**src/rtl/dmem_access_unit_pkg.sv**
```systemverilog
`default_nettype none
// +--------------------------------------------------------------------+
// | dmem_access_unit_pkg : access sizes, FSM states, byte-lane helpers  |
// | Rev 1.0                                                             |
// +--------------------------------------------------------------------+
package dmem_access_unit_pkg;

  localparam int Strb_Bus = 8;

  localparam logic [1:0] Size_B = 2'd0;
  localparam logic [1:0] Size_H = 2'd1;
  localparam logic [1:0] Size_W = 2'd2;
  localparam logic [1:0] Size_D = 2'd3;

  typedef enum logic [1:0] {
    IDLE = 2'd0,
    BUS  = 2'd1,
    DONE = 2'd2
  } state_e;

  // Byte-enable pattern of an access of the given size starting at lane 0.
  function automatic logic [Strb_Bus-1:0] size_mask(input logic [1:0] size);
    logic [Strb_Bus-1:0] m;
    case (size)
      Size_B:  m = 8'h01;
      Size_H:  m = 8'h03;
      Size_W:  m = 8'h0F;
      default: m = 8'hFF;
    endcase
    return m;
  endfunction

endpackage
`default_nettype wire

```
**src/rtl/dmem_access_unit_lane_align.sv**
```systemverilog
`default_nettype none
// +--------------------------------------------------------------------+
// | dmem_lane_align : strobes, write/read lane shifting, misalign check |
// | Rev 1.0                                                             |
// +--------------------------------------------------------------------+
module dmem_lane_align
  import dmem_access_unit_pkg::*;
(
  input  logic [2:0]          offset_i,
  input  logic [1:0]          size_i,
  input  logic                we_i,
  input  logic [63:0]         wdata_i,
  input  logic [63:0]         rdata_i,
  output logic                misalign_o,
  output logic [Strb_Bus-1:0] wstrb_o,
  output logic [63:0]         wdata_o,
  output logic [63:0]         rdata_o
);

  logic [Strb_Bus-1:0] w_size_mask;
  logic [Strb_Bus-1:0] w_strb;
  logic [2:0]          w_off_mask;
  logic [63:0]         w_wmask;
  logic [63:0]         w_rmask;

  assign w_size_mask = size_mask(size_i);
  assign w_strb      = w_size_mask << offset_i;

  always_comb begin
    w_off_mask = 3'b000;
    case (size_i)
      Size_B:  w_off_mask = 3'b000;
      Size_H:  w_off_mask = 3'b001;
      Size_W:  w_off_mask = 3'b011;
      default: w_off_mask = 3'b111;
    endcase
  end

  assign misalign_o = |(offset_i & w_off_mask);

  for (genvar i = 0; i < Strb_Bus; i++) begin : g_lane
    assign w_wmask[8*i +: 8] = {8{wstrb_o[i]}};
    assign w_rmask[8*i +: 8] = {8{w_size_mask[i]}};
  end

  assign wstrb_o = we_i ? w_strb : '0;
  assign wdata_o = (wdata_i << {offset_i, 3'b000}) & w_wmask;
  assign rdata_o = (rdata_i >> {offset_i, 3'b000}) & w_rmask;

endmodule
`default_nettype wire

```
**src/rtl/dmem_access_unit.sv**
```systemverilog
`default_nettype none
// +--------------------------------------------------------------------+
// | dmem_access_unit : MEM-stage load/store to single-beat bus bridge   |
// | Rev 1.0                                                             |
// +--------------------------------------------------------------------+
module dmem_access_unit
  import dmem_access_unit_pkg::*;
#(
  parameter int ADDR_W  = 64,
  parameter int DATA_W  = 64,
  parameter int TIMEOUT = 255
) (
  input  logic                clk,
  input  logic                rst_n,
  input  logic                req_i,
  input  logic                we_i,
  input  logic [ADDR_W-1:0]   addr_i,
  input  logic [2:0]          funct3_i,
  input  logic [DATA_W-1:0]   wdata_i,
  output logic                dcache_data_valid_o,
  output logic [DATA_W-1:0]   dcache_data_o,
  output logic                misalign_o,
  output logic                bus_err_o,
  output logic                mem_req_o,
  output logic                mem_we_o,
  output logic [ADDR_W-1:0]   mem_addr_o,
  output logic [DATA_W-1:0]   mem_wdata_o,
  output logic [Strb_Bus-1:0] mem_wstrb_o,
  input  logic                mem_ack_i,
  input  logic [DATA_W-1:0]   mem_rdata_i
);

  localparam int CNT_W = (TIMEOUT > 0) ? $clog2(TIMEOUT + 1) : 1;

  state_e              state_q;
  logic [CNT_W-1:0]    wait_cnt_q;
  logic [DATA_W-1:0]   dcache_data_q;
  logic                misalign_q;
  logic                bus_err_q;
  logic                mem_req_q;
  logic                mem_we_q;
  logic [ADDR_W-1:0]   mem_addr_q;
  logic [DATA_W-1:0]   mem_wdata_q;
  logic [Strb_Bus-1:0] mem_wstrb_q;

  logic                w_misalign;
  logic [Strb_Bus-1:0] w_wstrb;
  logic [DATA_W-1:0]   w_wdata;
  logic [DATA_W-1:0]   w_rdata;
  logic                w_unused;

  // Sign/zero extension is done in MEM, so the signedness bit is not needed.
  assign w_unused = funct3_i[2];

  // addr_i/funct3_i stay stable until valid, so the read path can use them at ack time.
  dmem_lane_align u_align (
    .offset_i   (addr_i[2:0]),
    .size_i     (funct3_i[1:0]),
    .we_i       (we_i),
    .wdata_i    (wdata_i),
    .rdata_i    (mem_rdata_i),
    .misalign_o (w_misalign),
    .wstrb_o    (w_wstrb),
    .wdata_o    (w_wdata),
    .rdata_o    (w_rdata)
  );

  always_ff @(posedge clk or negedge rst_n) begin
    if (!rst_n) begin
      state_q       <= IDLE;
      wait_cnt_q    <= '0;
      dcache_data_q <= '0;
      misalign_q    <= 1'b0;
      bus_err_q     <= 1'b0;
      mem_req_q     <= 1'b0;
      mem_we_q      <= 1'b0;
      mem_addr_q    <= '0;
      mem_wdata_q   <= '0;
      mem_wstrb_q   <= '0;
    end else begin
      misalign_q <= 1'b0;
      bus_err_q  <= 1'b0;
      case (state_q)
        IDLE: begin
          if (req_i) begin
            if (w_misalign) begin
              misalign_q    <= 1'b1;
              dcache_data_q <= '0;
              state_q       <= DONE;
            end else begin
              mem_req_q   <= 1'b1;
              mem_we_q    <= we_i;
              mem_addr_q  <= {addr_i[ADDR_W-1:3], 3'b000};
              mem_wdata_q <= w_wdata;
              mem_wstrb_q <= w_wstrb;
              wait_cnt_q  <= '0;
              state_q     <= BUS;
            end
          end
        end
        BUS: begin
          if (mem_ack_i) begin
            mem_req_q     <= 1'b0;
            dcache_data_q <= mem_we_q ? '0 : w_rdata;
            state_q       <= DONE;
          end else if ((TIMEOUT != 0) && (wait_cnt_q == CNT_W'(TIMEOUT))) begin
            bus_err_q     <= 1'b1;
            mem_req_q     <= 1'b0;
            dcache_data_q <= '0;
            state_q       <= DONE;
          end else begin
            wait_cnt_q <= wait_cnt_q + 1'b1;
          end
        end
        DONE:    state_q <= IDLE;
        default: state_q <= IDLE;
      endcase
    end
  end

  assign dcache_data_valid_o = (state_q == IDLE) ? ~req_i : (state_q == DONE);
  assign dcache_data_o       = dcache_data_q;
  assign misalign_o          = misalign_q;
  assign bus_err_o           = bus_err_q;
  assign mem_req_o           = mem_req_q;
  assign mem_we_o            = mem_we_q;
  assign mem_addr_o          = mem_addr_q;
  assign mem_wdata_o         = mem_wdata_q;
  assign mem_wstrb_o         = mem_wstrb_q;

endmodule
`default_nettype wire

```
**config.mk**
```make
export PLATFORM = sky130hd
export DESIGN_NAME = dmem_access_unit
export DESIGN_NICKNAME = d
export VERILOG_FILES = /design/src/rtl/dmem_access_unit_pkg.sv /design/src/rtl/dmem_access_unit_lane_align.sv /design/src/rtl/dmem_access_unit.sv
export SDC_FILE = /design/constraint.sdc
export NUM_CORES = 1
export LEC_CHECK = 0
export ABC_AREA = 0
export BUFFER_PORTS_ARGS = -buffer_cell sky130_fd_sc_hd__buf_2
export CORE_MARGIN = 4
export CORE_UTILIZATION = 40
export DETAILED_ROUTE_END_ITERATION = 16
export MAX_ROUTING_LAYER = met4
export PLACE_DENSITY = 0.66
export SETUP_SLACK_MARGIN = 0.3
export SKIP_CTS_REPAIR_TIMING = 1
export SYNTH_ARGS = -nofsm -noshare
export SYNTH_HDL_FRONTEND = slang
export SYNTH_HIERARCHICAL = 1
export SYNTH_SLANG_ARGS = --single-unit
```
**constraint.sdc**
```tcl
create_clock -name clk -period 2.2 [get_ports clk]
set_input_delay 0.11 -clock clk [delete_from_list [all_inputs] [get_ports clk]]
set_output_delay 0.11 -clock clk [all_outputs]
set_load 0.02 [all_outputs]
```
## Word-level counts from Yosys, hierarchy flattened

Index checks and enable logic that the tools add are counted.

- Register bits: 211
- Logic and storage cells: 70

- Add/sub/neg operators: 1
- Equality and inequality tests: 11
- Shift operators: 3
- Muxes and demuxes: 31
- Bitwise operators: 5
- Reductions and logical operators: 9

Operators by type and width:

| operator | count |
|---|---|
| $mux 64 | 5 |
| $and 64x64->64 | 2 |
| $pmux 64 s2 | 1 |
| $shl 64x6->64 | 1 |
| $shr 64x6->64 | 1 |
| $mux 8 | 5 |
| $pmux 8 s3 | 1 |
| $pmux 8 s2 | 1 |
| $mux 1 | 11 |
| $pmux 3 s3 | 1 |
| $add 8x1->8 const B | 1 |
| $eq 8x8->1 const B | 1 |
| $mux 2 | 4 |
| $ne 2x2->1 const B | 4 |
| $reduce_and 4->1 | 2 |
| $shl 8x3->8 | 1 |
| $reduce_and 5->1 | 1 |
| $eq 2x1->1 const B | 2 |
| $eq 2x2->1 const B | 2 |
| $logic_not 2->1 | 2 |
| $pmux 2 s2 | 1 |
| $and 3x3->3 | 1 |
| $ne 3x3->1 const B | 1 |
| $reduce_and 3->1 | 1 |
| 6 further kinds | 7 |

## Longest topological paths before layout

Gate-level depths: netlist (run 1).

- Depth in word-level cells: 7
- Depth in mapped cells: 12
- Depth with buffers taken out: 6

## Cells and area by module

The synthesis (run 1) kept the hierarchy.

By module, submodules not included:

| module | times used | cells an instance | area an instance (µm²) | seq. area each (µm²) |
|---|---|---|---|---|
| dmem_access_unit | 1 | 493 | 7,910.1 | 5,280.1 |
| dmem_lane_align | 1 | 491 | 3,986.3 | 0.0 |

## Least setup slack after synthesis (run 1)

OpenSTA, ideal clock, no wires.

- Path kind: input to register
- Start: in addr_i[1]
- End: reg mem_wdata_q[34], in the netlist mem_wdata_o[34]
- Setup time: 0.125 ns
- Data arrival time: 2.158 ns
- Data required time: 2.075 ns
- Path slack: -0.082 ns
- Cell stages on the path: 12
- Buffers on the path: 6
- Cell sequence: buf_2 -> buf_6 -> buf_4 -> buf_2 -> a21oi_1 -> o22ai_1 -> nor2b_1 -> o21ai_1 -> a21oi_2 -> buf_2 -> buf_4 -> mux2_2

- Cells in the longest elaborated chain, start to end: 4
- Elaborated cells between the ends (all ways): 8

RTL lines:

| what | line | RTL |
|---|---|---|
| start: declaration | dmem_access_unit.sv:17 | `input logic [ADDR_W-1:0] addr_i,` |
| $and 3x3->3 | dmem_access_unit_lane_align.sv:39 | `assign misalign_o = \|(offset_i & w_off_mask);` |
| $reduce_or 3->1 | dmem_access_unit_lane_align.sv:39 |  |
| via w_misalign | dmem_access_unit.sv:46 | `logic w_misalign;` |
| $not 1->1 (no line) | - |  |
| $reduce_and 3->1 (no line) | - |  |
| end signal: assignment | dmem_access_unit.sv:94 | `mem_wdata_q <= w_wdata;` |
| end: declaration | dmem_access_unit.sv:43 | `logic [DATA_W-1:0] mem_wdata_q;` |

The timed path passes the listed nets, and every way through them passes these cells.
A chain may end at the register's enable or synchronous reset.

## Worst setup path in the final report (run 1)

- Start: reg wait_cnt_q[0]
- End: reg dcache_data_q[46], in the netlist dcache_data_o[46]

- Cells in the longest elaborated chain, start to end: 3

RTL lines:

| what | line | RTL |
|---|---|---|
| start: declaration | dmem_access_unit.sv:36 | `logic [CNT_W-1:0] wait_cnt_q;` |
| start signal: assignment | dmem_access_unit.sv:112 | `wait_cnt_q <= wait_cnt_q + 1'b1;` |
| $eq 8x8->1 | dmem_access_unit.sv:106 | `end else if ((TIMEOUT != 0) && (wait_cnt_q == CNT_W'(TIMEOUT))) begin` |
| $ne 3x3->1 (no line) | - |  |
| $reduce_and 4->1 (no line) | - |  |
| end signal: assignment | dmem_access_unit.sv:104 | `dcache_data_q <= mem_we_q ? '0 : w_rdata;` |
| end: declaration | dmem_access_unit.sv:37 | `logic [DATA_W-1:0] dcache_data_q;` |

Every way passes these cells.

==> results.rst, run 1 <==
.. list-table::
   :header-rows: 1

   * - Metric
     - Value
   * - Row Count
     - 62
   * - Average wire per standard cell
     - 23.1 microns
   * - Max capacitance violation total
     - 0
   * - Period utilization
     - 0.866
   * - Tightest Pin Transition
     - 891 ps
   * - Number of nets in the finished design
     - between 1500 and 2000
   * - Die Y-Extent
     - 180 microns
   * - Layout cells sized above 1
     - 0.511
   * - Min setup slack post-route
     - 294 ps
   * - Number of design-rule violations left by the first detailed-router iteration
     - roughly 850
   * - CTS tree
     - yes
   * - Combined global-route utilization of all metal layers
     - 0.249
   * - Layout Area Growth over Synthesis
     - 35.3%
   * - Data required, critical path
     - 2610 ps
   * - TNS Setup
     - 0 ps
   * - Achievable frequency
     - about 0.52 GHz
   * - Top cell type by total area after synthesis
     - dfrtp_1
   * - Setup slack after placement
     - 218 ps
   * - Core area
     - 29000 sq um
   * - Sequential-to-total area share from yosys stat
     - 0.444
   * - Kind of end point of the critical path
     - flop
   * - Violated checks
     - hold timing
   * - Post-detailed-route DRC marker count
     - 0
   * - Worst-skew pair later-pin latency
     - between 500 and 600 ps
   * - Number of flip-flops and latches in the synthesized netlist
     - between 200 and 250
   * - Gate Count Post-Synth
     - just under 1000
   * - WHS
     - -7.56 ps
   * - Warnings from Yosys
     - 6
   * - Detailed-routing iteration count for the pre-antenna-repair pass
     - 5
   * - Number of distinct library cells after synthesis
     - 62
   * - Port buffer count
     - 400
   * - Most area-consuming cells after synthesis
     - dfrtp_1 44%, mux2_2 17%, mux2i_1 5.0%
   * - Area enclosed by the die boundary
     - 32600 sq um
   * - Largest net degree at the start of global routing
     - between 80 and 90
   * - Power per cell area
     - 1110 nW/um^2
   * - Chip width
     - 180 microns
   * - Cell count of the worst hold path
     - 3
   * - P_leak
     - 7.97 nW
   * - RSZ-0062 raised after global routing
     - true
   * - Most common flop cell mapped by yosys
     - dfrtp_1
   * - Crit path DAT
     - 2310 ps
   * - Dominant cell by count in the synthesized netlist
     - dfrtp_1
   * - Maximum fanout along the worst path
     - 32
   * - Synth cell count leaders
     - 211 x dfrtp_1, 183 x mux2_2, 66 x a22o_1
   * - Kind of critical path
     - reg2reg
   * - Share of async-settable or async-resettable flops after synthesis
     - 1.00
   * - Pins over their slew limit
     - 0
   * - Routability cong.
     - 0.958
   * - Number of endpoints failing setup at the final stage
     - 0
   * - Area share of the largest cell type after synthesis
     - 0.444
   * - Vias per cell
     - 5.60
   * - Largest clock skew in the final design
     - 21.7 ps
   * - Highest ir drop seen on vdd
     - just over 0.9 mV
   * - Final HPWL from detailed placement
     - about 31 mm
   * - Period minus WS final
     - 1910 ps
   * - Clock edge transition at the registers on the reported setup and hold paths
     - ~60 ps
   * - Fin util
     - 0.555
   * - Total number of vias
     - 10314
   * - Number of enable flip-flop cells after synthesis
     - 0
   * - Count of final hold-check violations
     - 3
   * - Root Buffer
     - clkbuf_16
   * - Grt total ovfl
     - 0
   * - Average instance area after synthesis
     - 12.1 sq um
   * - Starting density of the core
     - 0.410
   * - Type of origin of the critical path
     - flop
   * - Deepest level of the CTS H-tree
     - 1
   * - Mapped Area
     - 11900 sq um
   * - Result of the run
     - complete, but fails checks
   * - DRT antenna net count
     - 0
   * - Slew Limit Headroom
     - 0.404
   * - Wire length of the first global-routing pass
     - approximately 63 mm
   * - Total Wirelength
     - 42.6 mm
   * - Count of boundary I/O pins
     - between 400 and 500
   * - Number of buffers created by CTS
     - 25
   * - HP Class
     - in2reg
   * - Via count of the first global-routing pass
     - 10317
   * - Clock sinks
     - 211
   * - Initial antenna violation count
     - 8
   * - Cells on worst reg2reg path
     - 6
   * - Longest Clk Path Bufs
     - 3
## critical path, stage by stage, from the launching register on
cell and delay [ps]:
dfrtp_1 370, ha_2 220, and3_4 230, a21oi_2 90
a211o_2 430, clkbuf_16 240, a22o_1 200
## layer usage
| metal | part of all wire | vias up | track usage |
|---|---|---|---|
| met5 | 0 | - | - |
| met4 | 0.044 | 0 | 0.0901 |
| met3 | 0.090 | 102 | 0.0646 |
| met2 | 0.44 | 517 | 0.359 |
| met1 | 0.42 | 5069 | 0.340 |
| li1 | - | 4626 | - |
## cell usage in the layout (no fill, tap or decap), types with 9 or more instances in the layout
| cell type | Yosys | routed |
|---|---|---|
| nor3_1 | 10 | 10 |
| o22ai_1 | 29 | 28 |
| nand2b_1 | 12 | 12 |
| inv_1 | 13 | 13 |
| a211oi_1 | 12 | 12 |
| mux2_2 | 183 | 148 |
| clkbuf_16 | 0 | 26 |
| buf_2 | 32 | 397 |
| or2_2 | 9 | 9 |
| nor3_2 | 10 | 9 |
| mux2i_1 | 59 | 59 |
| a22o_1 | 66 | 66 |
| nor2_1 | 39 | 38 |
| mux2_4 | 0 | 41 |
| a21oi_1 | 31 | 30 |
| mux4_2 | 21 | 21 |
| buf_4 | 18 | 26 |
| dfrtp_1 | 211 | 211 |
| dlygate4sd3_1 | 0 | 64 |
| nand2_1 | 35 | 35 |
| buf_12 | 0 | 16 |
| o221a_2 | 9 | 9 |
| and3_1 | 15 | 14 |
| and2_1 | 10 | 10 |
## where the power goes
part | total [W] | leakage [nW] | internal, W | switching, W
clock network | 0.00423 | 0.401 | 0.00254 | 0.00169
logic | 0.00770 | 4.80 | 0.00339 | 0.00431
registers | 0.00588 | 2.77 | 0.00514 | 0.000747
total | 0.0178 | 7.97 | 0.0111 | 0.00675
## cell type report
class | count | area, sq um
Fill cell | 2484 | 12900
Inverter | 14 | 52.6
Timing Repair Buffer | 506 | 3190
Multi-Input combinational cell | 676 | 6220
Sequential cell | 211 | 5280
Antenna cell | 8 | 20.0
Clock buffer | 37 | 731
Clock inverter | 7 | 108
Tap cell | 384 | 480
## cell families (layout without fill, tap and decap cells)
group | after synthesis | in the layout | share of synthesized area
flip-flops | 211 | 211 | 0.444
XOR/XNOR | 1 | 1 | 0.000736
AND/OR/NAND/NOR | 183 | 183 | 0.0886
AO/OA/AOI/OAI | 208 | 208 | 0.136
multiplexers | 280 | 280 | 0.279
buffers and inverters | 99 | 564 | 0.0499
other | 1 | 11 | 0.000315
adder cells (fa/ha/maj) | 1 | 1 | 0.00105
## worst paths after layout
path / end / from / slack [ps]
min in group asynchronous: mem_addr_o[10] / rst_n / 110
setup / recovery: dcache_data_o[46] / wait_cnt_q[0] / 290
setup reg to reg: dcache_data_o[46] / wait_cnt_q[0] / 290
hold / removal: dcache_data_o[63] / mem_rdata_i[63] / -8
hold reg to reg: mem_wdata_o[40] / mem_wdata_o[40] / 480
max in group asynchronous: mem_wdata_o[26] / rst_n / 1380
## metrics by stage
step           cell area (sq um)  total power [W]  hold WS, ps  std cells
2_1_floorplan              12200           0.0108         -186        986
3_3_place_gp               14600           0.0133         81.5       1726
3_5_place_dp               14600           0.0134         83.7       1726
4_1_cts                    15400           0.0178         -497       1770
5_1_grt                    16100           0.0187         1.54       1843
6_report                   16100           0.0178        -7.56       1843
## flip-flops by register name, summed over array words and instances, names as in the netlist
signal / cells
dcache_data_o: 64
mem_wdata_o: 64
mem_addr_o: 61
mem_wstrb_o: 8
wait_cnt_q: 8
state_q: 2
bus_err_o: 1
mem_req_o: 1
mem_we_o: 1
misalign_o: 1
Note: power is estimated with default switching activity, not from simulation.
==> run 2, diff against run 1 <==
CORE_ASPECT_RATIO = 0.5   (was unset)
SETUP_SLACK_MARGIN = unset   (was 0.3)
==> results.rst, run 2 (same netlist as run 1, synthesis figures left out) <==
.. list-table::
   :header-rows: 1

   * - Metric
     - Value
   * - Starting density of the core
     - 0.408
   * - Max capacitance violation total
     - 0
   * - Average wire per standard cell
     - 22.7 microns
   * - Final HPWL from detailed placement
     - 30.4 mm
   * - Power per cell area
     - about 1100 nW/um^2
   * - Count of final hold-check violations
     - 0
   * - Most common cell after layout, fill and taps aside
     - buf_2
   * - Grt total ovfl
     - 0
   * - Largest net degree at the start of global routing
     - 86
   * - Via count of the first global-routing pass
     - 10233
   * - Peak per-stage delay on the critical path
     - around 380 ps
   * - Crit path DAT
     - 2380 ps
   * - Kind of critical path
     - reg2reg
   * - P_leak
     - 7.76 nW
   * - Endpoint of the most critical setup path
     - dcache_data_o[38]
   * - Data required, critical path
     - approximately 2600 ps
   * - Period minus WS final
     - ~2000 ps
   * - Number of design-rule violations left by the first detailed-router iteration
     - 821
   * - Maximum fanout along the worst path
     - 64
   * - Number of endpoints failing setup at the final stage
     - 0
   * - Wire length of the first global-routing pass
     - 60.3 mm
   * - Commonest non-fill, non-tap cells in the layout
     - 397 x buf_2, 211 x dfrtp_1, 183 x mux2_2, 66 x a22o_1, 63 x dlygate4sd3_1
   * - Fill count
     - 2582
   * - Result of the run
     - completed
   * - Cells traversed along the worst timing path
     - ha_1 -> and3_1 -> a21oi_2 -> a211o_2 -> buf_12 -> a22o_1
   * - RR Endpoint
     - dcache_data_o[38]
   * - Clock edge transition at the registers on the reported setup and hold paths
     - 70 ps
   * - Total Wirelength
     - 41.5 mm
   * - Worst-skew pair later-pin latency
     - 520 ps
   * - Largest clock skew in the final design
     - 10.4 ps
   * - Slew Limit Headroom
     - 0.441
   * - Clock sinks
     - 211
   * - CTS tree
     - yes
   * - DRT antenna net count
     - 0
   * - Kind of end point of the critical path
     - flop
   * - HP Class
     - in2reg
   * - Launching element of the worst setup path
     - wait_cnt_q[0]
   * - Initial antenna violation count
     - 6
   * - Achievable frequency
     - 0.505 GHz
   * - Chip width
     - around 250 microns
   * - Port buffer count
     - 400
   * - Tightest Pin Transition
     - between 800 and 900 ps
   * - WHS
     - 10.8 ps
   * - Sum of met2 wire segment lengths after detailed routing
     - 21.2 mm
   * - Highest Signal Layer
     - met4
   * - Routability cong.
     - roughly 0.9
   * - Type of origin of the critical path
     - flop
   * - Count of boundary I/O pins
     - between 400 and 500
   * - Slowest library cell on the worst path
     - a211o_2
   * - Routed length on met3
     - 2.74 mm
   * - Row Count
     - 44
   * - Detailed-routing iteration count for the pre-antenna-repair pass
     - 4
   * - Root Buffer
     - clkbuf_16
   * - Period utilization
     - 0.900
   * - Metal1 wirelength
     - 15.7 mm
   * - Combined global-route utilization of all metal layers
     - 0.243
   * - Cell count of the worst hold path
     - 2
   * - Final Total Pwr
     - 0.0166 W
   * - Pins over their slew limit
     - 0
   * - Cells on worst reg2reg path
     - 6
   * - Total number of vias
     - 10266
   * - Longest Clk Path Bufs
     - 3
   * - Die Y-Extent
     - 130 microns
   * - Deepest level of the CTS H-tree
     - 1
   * - Core area
     - 29100 sq um
   * - Vias per cell
     - 5.60
   * - Number of nets in the finished design
     - 1622
   * - RSZ-0062 raised after global routing
     - false
   * - Number of buffers created by CTS
     - 21
   * - Area enclosed by the die boundary
     - 32700 sq um
   * - Highest ir drop seen on vdd
     - 0.749 mV
   * - Layout cells sized above 1
     - 0.499
   * - R2R Path Start
     - wait_cnt_q[0]
   * - Setup slack, reg-to-reg
     - 220 ps
   * - Post-detailed-route DRC marker count
     - 0
   * - Layout Area Growth over Synthesis
     - 31.2%
[run 2: cell count changes in the layout (fill, tap and decap cells not counted), sizes merged]
cell,delta
clkinvlp,-3
buf,-7
dlygate4sd3,-1
clkbuf,-8
clkinv,+3
diode,-2
[run 2: routing by layer]
| layer | GRT usage | up-vias |
|---|---|---|
| met2 | 0.413 | 375 |
| met4 | 0.100 | 0 |
| li1 | - | 4590 |
| met1 | 0.285 | 5196 |
| met3 | 0.0526 | 105 |
| met5 | - | - |
[run 2: how the worst min path moves through the flow]
stage                          startpoint  slack (ps)           endpoint
after floorplan                     rst_n        -190          bus_err_o
after global placement              rst_n          70     mem_addr_o[24]
after detailed placement            rst_n          80     mem_addr_o[24]
after CTS                           rst_n        -480     mem_wdata_o[3]
after global routing      mem_rdata_i[59]           6  dcache_data_o[59]
final                                we_i          10           mem_we_o
[run 2: worst max-delay path: cells and delay by family (launching register included)]
| family | cells | cell delay, ps |
|---|---|---|
| compound gates | 3 | 730 |
| flops | 1 | 370 |
| buf+inv | 1 | 200 |
| fa+ha+maj | 1 | 220 |
| simple gates | 1 | 310 |
[run 2: stage by stage]
| stage | setup TNS [ps] | cells | util | instance area, sq um | setup slack, ps |
|---|---|---|---|---|---|
| finish | 0 | 1832 | 0.536 | 15600 | 221 |
| global route | 0 | 1831 | 0.536 | 15600 | 101 |
| CTS | 0 | 1763 | 0.514 | 15000 | 242 |
| detailed placement | 0 | 1726 | 0.490 | 14300 | 180 |
| global placement | 0 | 1726 | 0.490 | 14300 | 160 |
| floorplan | -450 | 986 | - | 11900 | -15.5 |
[run 2: final cells by class]
| cell class | instances | area [sq um] | share of cell area |
|---|---|---|---|
| multi-input combinational | 676 | 6050 | 0.387 |
| sequential | 211 | 5280 | 0.338 |
| timing repair buffer | 497 | 3030 | 0.194 |
| clock buffer | 30 | 599 | 0.0384 |
| tap | 391 | 489 | 0.0314 |
| clock inverter | 7 | 88.8 | 0.00569 |
| inverter | 14 | 52.6 | 0.00337 |
| antenna | 6 | 15.0 | 0.000962 |
[run 2: power breakdown]
part	leakage (nW)	internal, W	switching [W]
registers	2.77	0.00513	0.000712
clock network	0.342	0.00213	0.00157
logic	4.65	0.00296	0.00414
==> run 3, diff against run 2 <==
PLACE_DENSITY = 0.69   (was 0.66)
clock period = 1.8 ns   (was 2.2 ns; I/O delays follow)
==> results.rst, run 3 (same netlist as run 1, synthesis figures left out) <==
.. list-table::
   :header-rows: 1

   * - Metric
     - Value
   * - Cell repeated most along the worst path
     - buf_12
   * - Core area
     - between 20000 and 30000 sq um
   * - Pins over their slew limit
     - 0
   * - Initial antenna violation count
     - 5
   * - Vias per cell
     - approximately 5.6
   * - Tightest Pin Transition
     - 741 ps
   * - Number of endpoints failing setup at the final stage
     - 0
   * - Family of cells with the greatest summed delay on the critical path
     - buffers and inverters
   * - Largest clock skew in the final design
     - 15.7 ps
   * - Cell count of the worst hold path
     - 3
   * - Number of nets in the finished design
     - 1680
   * - Highest ir drop seen on vdd
     - 0.728 mV
   * - Max capacitance violation total
     - 0
   * - Total number of vias
     - around 11000
   * - Most common cell after layout, fill and taps aside
     - buf_2
   * - Average wire per standard cell
     - approximately 23 microns
   * - Longest Clk Path Bufs
     - 3
   * - Grt total ovfl
     - 0
   * - Launching element of the worst setup path
     - state_q[1]
   * - Crit path DAT
     - 2150 ps
   * - Setup slack after placement
     - -87.2 ps
   * - Total placed instance area
     - 15000 sq um
   * - Starting density of the core
     - 0.408
   * - Violated checks
     - hold timing
   * - Data required, critical path
     - 2210 ps
   * - CTS tree
     - yes
   * - Worst path bufs/invs
     - 3
   * - Multi-input gate area
     - 6220 sq um
   * - Count of final hold-check violations
     - 1
   * - Final HPWL from detailed placement
     - 32.8 mm
   * - Min setup slack post-route
     - 58.7 ps
   * - Layout Area Growth over Synthesis
     - 38.0%
   * - Slew Limit Headroom
     - 0.504
   * - Largest net degree at the start of global routing
     - 65
   * - Area used by sequential logic in the layout
     - 5280 sq um
   * - Chip width
     - 252 microns
   * - Maximum fanout along the worst path
     - 23
   * - DRT antenna net count
     - 0
   * - Detailed-routing iteration count for the pre-antenna-repair pass
     - 5
   * - HP Class
     - in2reg
   * - WHS
     - -13.5 ps
   * - Power per cell area
     - approximately 1300 nW/um^2
   * - Period utilization
     - 0.967
   * - Post-detailed-route DRC marker count
     - 0
   * - Post-Place Cells
     - 1781
   * - Commonest non-fill, non-tap cells in the layout
     - 397 x buf_2, 211 x dfrtp_1, 148 x mux2_2, 67 x buf_4, 66 x a22o_1
   * - Achievable frequency
     - 0.574 GHz
   * - Combined global-route utilization of all metal layers
     - 0.258
   * - Critical Path Stages
     - 6
   * - Port buffer count
     - 400
   * - Clock sinks
     - 211
   * - Root Buffer
     - clkbuf_16
   * - Total Wirelength
     - 44.0 mm
   * - P_leak
     - 8.18 nW
   * - Kind of end point of the critical path
     - flop
   * - Worst-skew pair later-pin latency
     - 520 ps
   * - Worst hold path startpoint
     - mem_rdata_i[57]
   * - Area enclosed by the die boundary
     - 32700 sq um
   * - Die Y-Extent
     - roughly 130 microns
   * - Cells on worst reg2reg path
     - 6
   * - Result of the run
     - complete, but fails checks
   * - Number of design-rule violations left by the first detailed-router iteration
     - 716
   * - Via count of the first global-routing pass
     - about 11000
   * - Routability cong.
     - 0.927
   * - Non-filler instance count after layout
     - 1891
   * - Number of buffers created by CTS
     - 22
   * - Fill count
     - 2502
   * - Kind of critical path
     - reg2reg
   * - Deepest level of the CTS H-tree
     - 1
   * - Cells traversed along the worst timing path
     - inv_2 -> o21ai_1 -> a21oi_4 -> buf_12 -> buf_12 -> mux2_2
   * - Row Count
     - 44
   * - Final Instance Area
     - between 15000 and 20000 sq um
   * - Layout cells sized above 1
     - 0.526
   * - Fin util
     - 0.564
   * - Clock edge transition at the registers on the reported setup and hold paths
     - 70 ps
   * - Wire length of the first global-routing pass
     - between 60 and 70 mm
   * - Peak per-stage delay on the critical path
     - 430 ps
   * - R2R Path Start
     - state_q[1]
   * - Slowest library cell on the worst path
     - dfrtp_1
   * - Period minus WS final
     - roughly 1700 ps
   * - Type of origin of the critical path
     - flop
   * - Count of boundary I/O pins
     - 405
==> run 3: cell type report <==
type                            instances  share of cell area
Multi-Input combinational cell        676               0.379
Clock inverter                          7             0.00465
Tap cell                              391              0.0298
Sequential cell                       211               0.322
Inverter                               14             0.00320
Clock buffer                           31              0.0380
Timing Repair Buffer                  554               0.222
Antenna cell                            7             0.00107
==> run 3: layer usage <==
| layer | part of all wire | GRT usage | vias to the layer above |
|---|---|---|---|
| met5 | 0 | - | - |
| li1 | - | - | 4712 |
| met2 | 0.51 | 0.442 | 384 |
| met3 | 0.056 | 0.0444 | 101 |
| met1 | 0.39 | 0.313 | 5339 |
| met4 | 0.040 | 0.0878 | 0 |
==> run 3: metrics by stage <==
step	total power [W]	setup TNS (ps)	hold slack, ps
after floorplan	0.0132	-26210	-206
after global placement	0.0166	-360	31.2
after detailed placement	0.0169	-673	36.5
after CTS	0.0215	-429	-525
after global routing	0.0226	-14.3	3.20
final	0.0215	0	-13.5
==> run 3: worst register-to-register path, stage by stage (launching register included) <==
cell	delay, ps
dfrtp_1	430
inv_2	130
o21ai_1	130
a21oi_4	210
buf_12	180
buf_12	190
mux2_2	360
==> run 3: path summary, 6_finish.rpt <==
kind / end / slack, ps
setup reg to reg: mem_addr_o[51] / 60
min in group asynchronous: mem_addr_o[12] / 80
setup / recovery: mem_addr_o[51] / 60
hold reg to reg: mem_wdata_o[41] / 480
hold / removal: dcache_data_o[57] / -10
max in group asynchronous: dcache_data_o[0] / 990
==> run 3: power breakdown <==
group / switching [W] / total, W / leakage [nW] / internal, W
Combinational: 0.00536 / 0.00975 / 5.08 / 0.00440
Sequential: 0.000924 / 0.00720 / 2.77 / 0.00627
Clock: 0.00199 / 0.00456 / 0.339 / 0.00257
Total: 0.00827 / 0.0215 / 8.18 / 0.0132
